===== src/rtl/mem_stage_lsu_if.sv =====
// Data-memory bus between the MEM-stage LSU (master) and data memory (slave):
// req/gnt request phase followed by an rvalid response for both reads and writes.
interface mem_stage_lsu_if #(
  parameter int ADDR_W = 32
) ();
  logic              req;
  logic              we;
  logic [ADDR_W-1:0] addr;
  logic [3:0]        be;
  logic [31:0]       wdata;
  logic              gnt;
  logic              rvalid;
  logic [31:0]       rdata;

  modport master (
    output req, we, addr, be, wdata,
    input  gnt, rvalid, rdata
  );

  modport slave (
    input  req, we, addr, be, wdata,
    output gnt, rvalid, rdata
  );
endinterface


===== src/rtl/mem_stage_lsu.sv =====
// MEM-stage load/store unit: EX/MEM load/store controls -> req/gnt/rvalid bus access,
// formatted load data to MEM/WB. Optional misalignment trap via LSU_MISALIGN_TRAP_EN.
module mem_stage_lsu #(
  parameter int ADDR_W = 32
) (
  input  logic                   clk,
  input  logic                   rst_n,
  input  logic                   ex_valid_i,
  input  logic                   mem_read_i,
  input  logic                   mem_write_i,
  input  logic [2:0]             funct3_i,
  input  logic [31:0]            alu_out_i,
  input  logic [31:0]            wdata_i,
  output logic [31:0]            alu_out_o,
  output logic [31:0]            mem_rdata_o,
  output logic                   stall_o,
  output logic                   misalign_o,
  mem_stage_lsu_if.master        dmem
);

  typedef enum logic [1:0] {S_IDLE, S_WAIT, S_DONE} state_e;
  typedef enum logic [1:0] {SZ_B, SZ_H, SZ_W} size_e;

  state_e      state_q, state_d;
  logic [31:0] rdata_q, rdata_d;

  size_e       size;
  logic        unsigned_ld;
  logic [1:0]  lane_off;
  logic        acc;
  logic        misal;
  logic        go;
  logic        load_en;
  logic [31:0] rdata_sh;
  logic [31:0] rdata_fmt;

  assign alu_out_o   = alu_out_i;
  assign mem_rdata_o = rdata_q;

  always_comb begin
    size        = SZ_W;
    unsigned_ld = 1'b0;
    case (funct3_i)
      3'b000:  size = SZ_B;
      3'b001:  size = SZ_H;
      3'b100:  begin size = SZ_B; unsigned_ld = 1'b1; end
      3'b101:  begin size = SZ_H; unsigned_ld = 1'b1; end
      default: size = SZ_W;
    endcase
  end

  // Without the trap, the low address bits below the access size are simply dropped.
  always_comb begin
    lane_off = 2'b00;
    case (size)
      SZ_B:    lane_off = alu_out_i[1:0];
      SZ_H:    lane_off = {alu_out_i[1], 1'b0};
      default: lane_off = 2'b00;
    endcase
  end

  assign acc = ex_valid_i & (mem_read_i | mem_write_i);

`ifdef LSU_MISALIGN_TRAP_EN
  assign misal = ((size == SZ_H) && alu_out_i[0]) ||
                 ((size == SZ_W) && (alu_out_i[1:0] != 2'b00));
`else
  assign misal = 1'b0;
`endif

  assign go = acc & ~misal;

  // Request-phase bus fields are pure functions of the held EX/MEM inputs.
  assign dmem.we   = mem_write_i;
  assign dmem.addr = {alu_out_i[ADDR_W-1:2], 2'b00};

  always_comb begin
    dmem.be    = 4'b1111;
    dmem.wdata = wdata_i;
    case (size)
      SZ_B: begin
        dmem.be    = 4'b0001 << lane_off;
        dmem.wdata = {4{wdata_i[7:0]}};
      end
      SZ_H: begin
        dmem.be    = 4'b0011 << lane_off;
        dmem.wdata = {2{wdata_i[15:0]}};
      end
      default: begin
        dmem.be    = 4'b1111;
        dmem.wdata = wdata_i;
      end
    endcase
  end

  assign rdata_sh = dmem.rdata >> {lane_off, 3'b000};

  always_comb begin
    rdata_fmt = rdata_sh;
    case (size)
      SZ_B:    rdata_fmt = {{24{~unsigned_ld & rdata_sh[7]}}, rdata_sh[7:0]};
      SZ_H:    rdata_fmt = {{16{~unsigned_ld & rdata_sh[15]}}, rdata_sh[15:0]};
      default: rdata_fmt = rdata_sh;
    endcase
  end

  always_ff @(posedge clk or negedge rst_n) begin
    if (!rst_n) begin
      state_q <= S_IDLE;
    end else begin
      state_q <= state_d;
    end
  end

  always_comb begin
    state_d = state_q;
    case (state_q)
      S_IDLE:  if (go && dmem.gnt) state_d = S_WAIT;
      S_WAIT:  if (dmem.rvalid)    state_d = S_DONE;
      S_DONE:  state_d = S_IDLE;
      default: state_d = S_IDLE;
    endcase
  end

  // Outputs are forced low while reset is held, even if EX/MEM still shows an access.
  always_comb begin
    dmem.req   = 1'b0;
    stall_o    = 1'b0;
    misalign_o = 1'b0;
    load_en    = 1'b0;
    case (state_q)
      S_IDLE: begin
        dmem.req   = go & rst_n;
        stall_o    = go & rst_n;
        misalign_o = acc & misal & rst_n;
      end
      S_WAIT: begin
        stall_o = 1'b1;
        load_en = dmem.rvalid & mem_read_i;
      end
      default: begin
        dmem.req = 1'b0;
        stall_o  = 1'b0;
      end
    endcase
  end

  assign rdata_d = load_en ? rdata_fmt : rdata_q;

  always_ff @(posedge clk or negedge rst_n) begin
    if (!rst_n) begin
      rdata_q <= 32'h0;
    end else begin
      rdata_q <= rdata_d;
    end
  end

endmodule


===== src/flat_wrapper.sv =====
// flat-port wrapper written by rule: the top's interface ports become plain ports
module mem_stage_lsu_flat 
#(
  parameter int ADDR_W = 32
)
  (clk, rst_n, ex_valid_i, mem_read_i, mem_write_i, funct3_i, alu_out_i, wdata_i, alu_out_o, mem_rdata_o, stall_o, misalign_o, dmem_req, dmem_we, dmem_addr, dmem_be, dmem_wdata, dmem_gnt, dmem_rvalid, dmem_rdata);
  mem_stage_lsu_if #(.ADDR_W(ADDR_W)) dmem_i ();
  input  logic clk;
  input  logic rst_n;
  input  logic ex_valid_i;
  input  logic mem_read_i;
  input  logic mem_write_i;
  input  logic [2:0] funct3_i;
  input  logic [31:0] alu_out_i;
  input  logic [31:0] wdata_i;
  output logic [31:0] alu_out_o;
  output logic [31:0] mem_rdata_o;
  output logic stall_o;
  output logic misalign_o;
  output wire logic [$bits(dmem_i.req)-1:0] dmem_req;
  output wire logic [$bits(dmem_i.we)-1:0] dmem_we;
  output wire logic [$bits(dmem_i.addr)-1:0] dmem_addr;
  output wire logic [$bits(dmem_i.be)-1:0] dmem_be;
  output wire logic [$bits(dmem_i.wdata)-1:0] dmem_wdata;
  input wire logic [$bits(dmem_i.gnt)-1:0] dmem_gnt;
  input wire logic [$bits(dmem_i.rvalid)-1:0] dmem_rvalid;
  input wire logic [$bits(dmem_i.rdata)-1:0] dmem_rdata;
  assign dmem_req = dmem_i.req;
  assign dmem_we = dmem_i.we;
  assign dmem_addr = dmem_i.addr;
  assign dmem_be = dmem_i.be;
  assign dmem_wdata = dmem_i.wdata;
  assign dmem_i.gnt = dmem_gnt;
  assign dmem_i.rvalid = dmem_rvalid;
  assign dmem_i.rdata = dmem_rdata;
  mem_stage_lsu #(.ADDR_W(ADDR_W)) u_core (.clk(clk), .rst_n(rst_n), .ex_valid_i(ex_valid_i), .mem_read_i(mem_read_i), .mem_write_i(mem_write_i), .funct3_i(funct3_i), .alu_out_i(alu_out_i), .wdata_i(wdata_i), .alu_out_o(alu_out_o), .mem_rdata_o(mem_rdata_o), .stall_o(stall_o), .misalign_o(misalign_o), .dmem(dmem_i));
endmodule

===== config.mk =====
export PLATFORM = sky130hd
export DESIGN_NAME = mem_stage_lsu_flat
export DESIGN_NICKNAME = d
export VERILOG_FILES = /design/src/rtl/mem_stage_lsu_if.sv /design/src/rtl/mem_stage_lsu.sv /design/src/flat_wrapper.sv
export SDC_FILE = /design/constraint.sdc
export NUM_CORES = 1
export LEC_CHECK = 0
export ABC_CLOCK_PERIOD_IN_PS = 2200
export CAP_MARGIN = 20
export CORE_MARGIN = 4
export CORE_UTILIZATION = 32
export DETAILED_ROUTE_END_ITERATION = 16
export PLACE_DENSITY = 0.93
export SYNTH_ARGS = -nofsm -noshare
export SYNTH_HDL_FRONTEND = slang
export SYNTH_SLANG_ARGS = --single-unit

===== constraint.sdc =====
create_clock -name clk -period 2.2 [get_ports clk]
set_clock_uncertainty 0.15 [all_clocks]
set_input_delay 0.44 -clock clk [delete_from_list [all_inputs] [get_ports clk]]
set_output_delay 0.44 -clock clk [all_outputs]
set_load 0.01 [all_outputs]

Yosys cells after proc, flatten, opt, wreduce, memory -nomap -nowiden
Index checks and enable logic that the tools add are counted.
{"block": "totals", "inputBits": 106, "elab_cells": 39, "ff_bits": 34, "out_inout_bits": 136}
{"block": "op_classes", "n_bitwise": 7, "eq_ne": 7, "n_reduce_logical": 8, "n_shift": 3, "n_mux": 12}
{"operator": "32-bit case mux with 2 select lines", "n": 2}
{"operator": "32-bit by 5-bit >> shifter with 32-bit output", "n": 1}
{"operator": "2-bit case mux with 2 select lines", "n": 3}
{"operator": "4-bit case mux with 2 select lines", "n": 1}
{"operator": "3-bit == test, second input constant", "n": 2}
{"operator": "2-bit OR reduction", "n": 3}
{"operator": "1-bit AND", "n": 5}
{"operator": "2-bit by 1-bit == test with 1-bit output, second input constant", "n": 2}
{"operator": "2-bit zero test", "n": 2}
{"operator": "2-bit two-way mux", "n": 2}
{"operator": "1-bit by 2-bit left shift with 4-bit output, first input constant", "n": 1}
{"operator": "2-bit by 2-bit left shift with 4-bit output, first input constant", "n": 1}
{"operator": "3-bit by 1-bit == test with 1-bit output, second input constant", "n": 1}
{"operator": "3-bit zero test", "n": 1}
{"operator": "1-bit two-way mux", "n": 3}
{"operator": "2-bit by 1-bit != test with 1-bit output, second input constant", "n": 1}
{"operator": "2-bit != test, second input constant", "n": 1}
{"operator": "1-bit case mux with 2 select lines", "n": 1}
{"operator": "2-bit AND reduction", "n": 1}
{"operator": "1-bit logical AND", "n": 1}
{"operator": "1-bit NOT", "n": 1}
{"operator": "1-bit OR", "n": 1}

Longest topological paths before layout
{"block": "logic_depth", "depth_word": 8, "depth_mapped": 7, "mapped_depth_nobuf": 5}

Worst setup path after synthesis
OpenSTA, ideal clock, no wires.
{"block": "synth_path", "path_type": "input to output", "start": "input funct3_i[1]", "end": "output dmem_wdata[17]", "setup_slack_ps": 278, "arrival_time_ps": 1332, "n_path_buf": 2, "stages": 3, "required_time_ps": 1610, "path_cell_list": "buf_2 > buf_1 > mux2_2"}
{"block": "synth_via", "elab_chain_len": 5, "elab_cells_between_ends": 10, "cone_classes": "eq/ne (4); mux (2); reduce/logical (4)"}
{"item": "start: declaration", "line": "flat_wrapper.sv:13", "rtl": "input logic [2:0] funct3_i;"}
{"item": "3-bit by 1-bit == test with 1-bit output (tied with other cells)", "line": "mem_stage_lsu.sv:43", "rtl": "case (funct3_i)"}
{"item": "2-bit OR reduction (no line)"}
{"item": "2-bit case mux with 2 select lines *", "line": "mem_stage_lsu.sv:43"}
{"item": "2-bit by 1-bit == test with 1-bit output / 2-bit zero test (equally long branches)", "line": "mem_stage_lsu.sv:80", "rtl": "case (size)"}
{"item": "32-bit case mux with 2 select lines *", "line": "mem_stage_lsu.sv:80"}
{"item": "end: declaration", "line": "flat_wrapper.sv:24", "rtl": "output wire logic [$bits(dmem_i.wdata)-1:0] dmem_wdata;"}
Every way passes the cells marked *; elsewhere a longest branch is shown, timed or not.

Worst setup path after layout
{"block": "layout_path", "start": "input wdata_i[18]", "end": "output dmem_wdata[18]"}
{"block": "layout_via", "elab_chain_len": 1}
{"item": "start: declaration", "line": "flat_wrapper.sv:15", "rtl": "input logic [31:0] wdata_i;"}
{"item": "32-bit case mux with 2 select lines", "line": "mem_stage_lsu.sv:80"}
Every way passes these cells.

==> run_results.csv <==
group,metric,value,unit
run_status,status,"finished clean",
grt,antenna_found_initial,0,
flow_run,maxCapViolations,0,
worst_hold_path,hp-class,"input port to asynchronous set/reset pin",
critical_path,r2r_end,"u_core.mem_rdata_o[16]",
logic_synthesis,synth-edff-count,0,
logic_synthesis,synth.top_cell.area_share,30.7,%
critical_path,start_kind,"input port",
critical_path,r2r_slack,660,ps
timing,fmax,462,MHz
logic_synthesis,synth_area,0.00278,mm^2
logic_synthesis,synth-compound-area-share,15.6,%
timing,report.final.setup_viol,0,
critical_path,crit_arrival,1570,ps
timing,final_hold_viol_count,0,
logic_synthesis,synth_top_family_by_area,"buffers and inverters",
floorplan,die_area,0.0102,mm^2
place,port_buffers,148,
floorplan,fp-row-count,33,
logic_synthesis,yosysTopAreaCell,"dfrtp_1",
clock_network,numCtsBuffers,5,
detailed_routing,drt-initial-drc-count,106,
grt,grt_pass1_vias,2965,
place,pre_cts_ws,-540,ps
detailed_routing,wl,9.87,mm
detailed_routing,wl_met2,5.18,mm
logic_synthesis,synth_area_leaders,"dfrtp_1 31%, buf_4 20%, a21oi_1 7.8%",
clock_network,cts.clk_slew.worst_paths,70,ps
logic_synthesis,synth-seq-cells,34,
timing,min_period,2160,ps
clock_network,cts_sinks,34,
floorplan,fp.dieW,101,um
finish,area_growth,52.1,%
critical_path,cp-end-kind,"output pin",
clock_network,cts_root_buf,"clkbuf_8",
detailed_routing,wl_met3,862,um
logic_synthesis,synth-xor-area-share,0,%
finish,fin_nets,539,
floorplan,start_util,33.3,%
grt,grt_pass1_wl,15.4,mm
clock_network,ctsHtreeMaxLevel,2,
logic_synthesis,synth_mux_area_share,15.5,%
detailed_routing,wl_met1,3.62,mm
place,dp_cells,527,
power,leakagePower,1.92,nW
clock_network,hold_buffers,0,
finish,antenna_cells,0,
detailed_routing,route.detailed.drc,0,
logic_synthesis,synth_commonest_cells,"74 x buf_4, 43 x a21oi_1, 41 x nand2_1",
logic_synthesis,synth_cell_type_count,36,
critical_path,regToRegStartpoint,"u_core.state_q[0]",
critical_path,criticalPathCategory,"input port to output pin",
logic_synthesis,syn_inst,327,
timing,final-max-slew-violation-count,0,
detailed_routing,wl_per_cell,18.3,um
detailed_routing,vias_per_cell,5.01,
timing,layout_setup_ws,35.7,ps
detailed_routing,route.antenna.remaining_nets,0,
clock_network,cts_tree,"done",
floorplan,core,0.00834,mm^2
finish,final_cells,538,
detailed_routing,drtPass1Iterations,4,
detailed_routing,top_layer_used,"met4",
logic_synthesis,synth_most_common_cell,"buf_4",
power,ir_drop,0.000301,V
logic_synthesis,synth-async-reset-ratio,100,%
timing,whs,90.4,ps
critical_path,crit_path_max_fanout,1,
finish,layout-drive-gt1-share,21.5,%
clock_network,cts_buffer_depth,2,
logic_synthesis,ys.warnings.count,0,
logic_synthesis,yosys.area_share.simple,14.3,%
place,place_congestion,0.834,
power,power_per_cell_area,654,mW/mm^2
grt,gr-usage-all-layers,19.0,%
logic_synthesis,ys.flop_type,"dfrtp_1",
clock_network,clk_latency,280,ps
grt,overflow,0,
critical_path,crit_required,1610,ps
place,hpwl,7.76,mm
critical_path,worstRegToRegCells,6,
logic_synthesis,syn_avg_cell_area,8.49,um^2
logic_synthesis,yosysSeqAreaShare,30.7,%
floorplan,die_h,101,um
logic_synthesis,synthAdderAreaFrac,0,%
grt,grt_max_degree,35,
floorplan,ioPinCount,242,
timing,post-route-period-util,98.4,%
detailed_routing,vias,2694,
worst max path at each step:
stage                            from        endpoint  slack (ps)  depth (start not counted)
after detailed placement  funct3_i[0]  dmem_wdata[14]        -540                          5
after global placement    funct3_i[0]  dmem_wdata[14]        -480                          5
after global routing      mem_write_i         stall_o        -0.5                          5
final                     wdata_i[18]  dmem_wdata[18]          40                          3
after floorplan           funct3_i[1]  dmem_wdata[17]         280                          3
after CTS                  wdata_i[0]   dmem_wdata[0]        0.03                          3
area by class of cell:
class / count / area (um^2)
Clock buffer: 7 / 76.3
Fill cell: 770 / 4120
Inverter: 8 / 30.0
Multi-Input combinational cell: 196 / 1310
Sequential cell: 34 / 851
Tap cell: 105 / 131
Timing Repair Buffer: 188 / 1820
stage by stage:
step | cell area [um^2] | util (%) | power (mW) | TNS (ps)
2_1_floorplan | 2780 | - | 1.58 | 0
3_3_place_gp | 4060 | 48.7 | 2.32 | -17570
3_5_place_dp | 4060 | 48.7 | 2.35 | -19390
4_1_cts | 4260 | 51.0 | 2.80 | 0
5_1_grt | 4220 | 50.6 | 2.92 | -0.864
6_report | 4220 | 50.6 | 2.76 | 0
report_power, final:
group	internal (mW)	leakage (nW)	switching (mW)
Combinational	0.787	1.48	0.576
Sequential	0.846	0.402	0.118
Clock	0.218	0.0383	0.216
Total	1.85	1.92	0.909
what timing repair did:
item	4_1_cts	5_1_grt
endpoints found under the setup margin	44	29
resized for setup	84	18
gates cloned	1	0
buffers inserted	4	1
pin swaps	1	2
state kept, by name, summed over array words and instances, names as in the netlist:
| name | count |
|---|---|
| u_core.mem_rdata_o | 32 |
| u_core.state_q | 2 |
metal layers:
metal,global-route usage [%],vias up
li1,-,1247
met1,22.2,1264
met2,34.7,157
met3,4.29,26
met4,5.21,0
met5,0,-
cell usage in the layout, fill, tap and decap left out, types with 5 or more instances in the layout:
cell	instances
nand2_1	41
nor2_1	30
inv_1	8
dlygate4sd2_1	21
clkdlybuf4s50_1	105
buf_12	5
buf_4	33
dfrtp_1	34
mux2i_1	8
clkbuf_2	5
mux2_2	9
a21oi_1	43
dlymetal6s2s_1	7
mux2_4	8
mux4_2	7
o21ai_0	15
a22oi_1	7
buf_6	11
clkbuf_8	5
cells by family after synthesis:
family                 count (synthesis)
AND/OR/NAND/NOR                       86
buffers and inverters                 99
AO/OA/AOI/OAI                         75
multiplexers                          32
other                                  1
flip-flops                            34
worst max-delay path, cell delays in order:
cell,delay (ps)
clkdlybuf4s50_1,390
mux2_2,260
clkdlybuf4s50_1,480
Power figures use the tool's default switching activity.
==> patch (same settings) <==
Reset style: synchronous (`rst_n`), changed in 2 clocked blocks.
--- a/src/rtl/mem_stage_lsu.sv
+++ b/src/rtl/mem_stage_lsu.sv
@@ -106,3 +106,3 @@
 
-  always_ff @(posedge clk or negedge rst_n) begin
+  always_ff @(posedge clk) begin
     if (!rst_n) begin
@@ -149,3 +149,3 @@
 
-  always_ff @(posedge clk or negedge rst_n) begin
+  always_ff @(posedge clk) begin
     if (!rst_n) begin
Formal check against the unedited RTL: differs if rst_n is asserted again (counterexample within 4 cycles, from zero or initial values and one cycle with rst_n low); with rst_n held inactive, the same outputs for 10 cycles.
==> patch against the unedited design <==
  * Critical path depth unchanged
  * Sequential cell count unchanged
  * Largest cell class unchanged
  * Design area decreased by 4.8%
  * Critical endpoint is now dmem_wdata[22]
  * Global-route usage decreased by 1.2 points
  * Routed wire length decreased by 6.0%
  * Sequential share of layout area decreased by 3.2 points
  * Critical path type unchanged
  * Setup slack about the same
  * Synthesized area decreased by 4.5%
  * Maximum frequency about the same
  * Via count decreased by 2.1%
Power is not compared: it rests on default switching activity, and its combinational part moved more than twofold at a synthesized area within 25%.
==> patch: results (changes against the unedited design) <==
| Metric | Value |
|---|---|
| First drt pass iteration count | 4 (unchanged) |
| Vias in the first global route | 2705 (was 2965) |
| Gpl congestion | 0.794 (was 0.834) |
| Gr usage total | 0.178 (was 0.190) |
| Largest net degree at the start of global routing | 33 (was 35) |
| Syn. warnings | 0 (unchanged) |
| Fraction of registers with async set/reset | 0 (was 1.00) |
| Initial DRC count | 143 (was 106) |
| Synth top area cells | dfxtp_1 (26%), buf_4 (21%), a21oi_1 (8.5%) (was dfrtp_1 (31%), buf_4 (20%), a21oi_1 (7.8%)) |
| First-pass GRT wire length | 14100 um (was 15400 um) |
| Reg2Reg Depth | 5 (was 6) |
| CP Max Fanout | 1 (unchanged) |
| Sequential area share after synthesis | 0.257 (was 0.307) |
| Vias per cell | 5.07 (was 5.01) |
| Top post-synthesis cells by count | buf_4 (75), a21oi_1 (45), nand2_1 (37) (was buf_4 (74), a21oi_1 (43), nand2_1 (41)) |
| Port Buffer Count | 148 (unchanged) |
| R2r setup slk | 0.49 ns (was 0.66 ns) |
| Fill cell count | 699 (was 770) |
| Leading register cell type out of synthesis | dfxtp_1 (was dfrtp_1) |
| Final nets | 523 (was 539) |
| RR Startpoint | u_core.state_q[0] (unchanged) |
| Dpl hpwl | 7430 um (was 7760 um) |
| Post-synthesis cell type count | 37 (was 36) |
| Hold/Removal Path Class | reg2reg (was in2async) |
| Fraction of layout instances using a drive strength above 1 | 0.191 (was 0.215) |
| Reg-to-reg endpoint | u_core.mem_rdata_o[13] (was u_core.mem_rdata_o[16]) |
| Outcome | completed (unchanged) |
patch: what timing repair did:
item | CTS | global route
gates cloned | 0 | 0
pin swaps | 0 | 3
setup endpoints to repair | 56 | 28
resized for setup | 48 | 6
setup buffers | 2 | 3
patch: layer usage:
| metal | track usage | up-vias | routed length [um] |
|---|---|---|---|
| met3 | 0.0474 | 33 | 628 |
| met5 | 0 | - | 0 |
| met4 | 0.0809 | 0 | 310 |
| met1 | 0.212 | 1256 | 3800 |
| met2 | 0.297 | 118 | 4540 |
| li1 | - | 1231 | - |
patch: cell families (layout without fill, tap and decap cells):
logic type | Yosys count | count (layout) | share of synthesized area
buf+inv | 97 | 195 | 0.246
compound gates | 94 | 94 | 0.223
simple gates | 61 | 61 | 0.116
flops | 34 | 34 | 0.257
mux | 31 | 31 | 0.158
other cells | 1 | 3 | 0.00141
patch: worst register-to-register path, cell delays in order, from the launching register on:
cell	delay [ns]
dfxtp_1	0.42
nand2_1	0.14
nor3b_4	0.35
o41ai_4	0.13
buf_4	0.18
o221a_1	0.23
patch: cell type report:
type | instances | area (sq um) | share of cell area
Timing Repair Buffer | 183 | 1760 | 0.437
Multi-Input combinational cell | 189 | 1350 | 0.336
Sequential cell | 34 | 681 | 0.169
Tap cell | 102 | 128 | 0.0318
Clock buffer | 7 | 86.3 | 0.0215
Inverter | 4 | 15.0 | 0.00374
Clock inverter | 1 | 5.00 | 0.00125
patch: power by group through the flow:
stage	logic [mW]	clock network, mW	registers (mW)
4_1_cts	0.549	0.484	0.637
3_5_place_dp	0.570	0	0.651
5_1_grt	0.592	0.505	0.638
3_3_place_gp	0.558	0	0.650
6_report	0.556	0.477	0.637
2_1_floorplan	0.332	0	0.655
patch: stage by stage:
step	setup slack [ns]	area [sq um]	hold slack, ns	TNS, ns	cells
after global placement	-0.426	3880	0.296	-19.09	507
final	0.0356	4020	0.318	0	520
after CTS	0.0000836	3980	0.320	0	517
after floorplan	0.0774	2660	0.329	0	320
after global routing	0.00589	4020	0.342	0	520
after detailed placement	-0.529	3880	0.310	-22.51	507
patch: worst max-delay path by stage:
stage	startpoint	end	slack (ns)	cells past startpoint
4_1_cts	wdata_i[21]	dmem_wdata[21]	0.00008	3
3_3_place_gp	funct3_i[0]	u_core.mem_rdata_o[13]	-0.43	7
5_1_grt	alu_out_i[1]	u_core.mem_rdata_o[22]	0.006	8
6_report	wdata_i[22]	dmem_wdata[22]	0.04	3
3_5_place_dp	funct3_i[0]	u_core.mem_rdata_o[12]	-0.53	7
2_1_floorplan	funct3_i[1]	dmem_wdata[10]	0.08	4
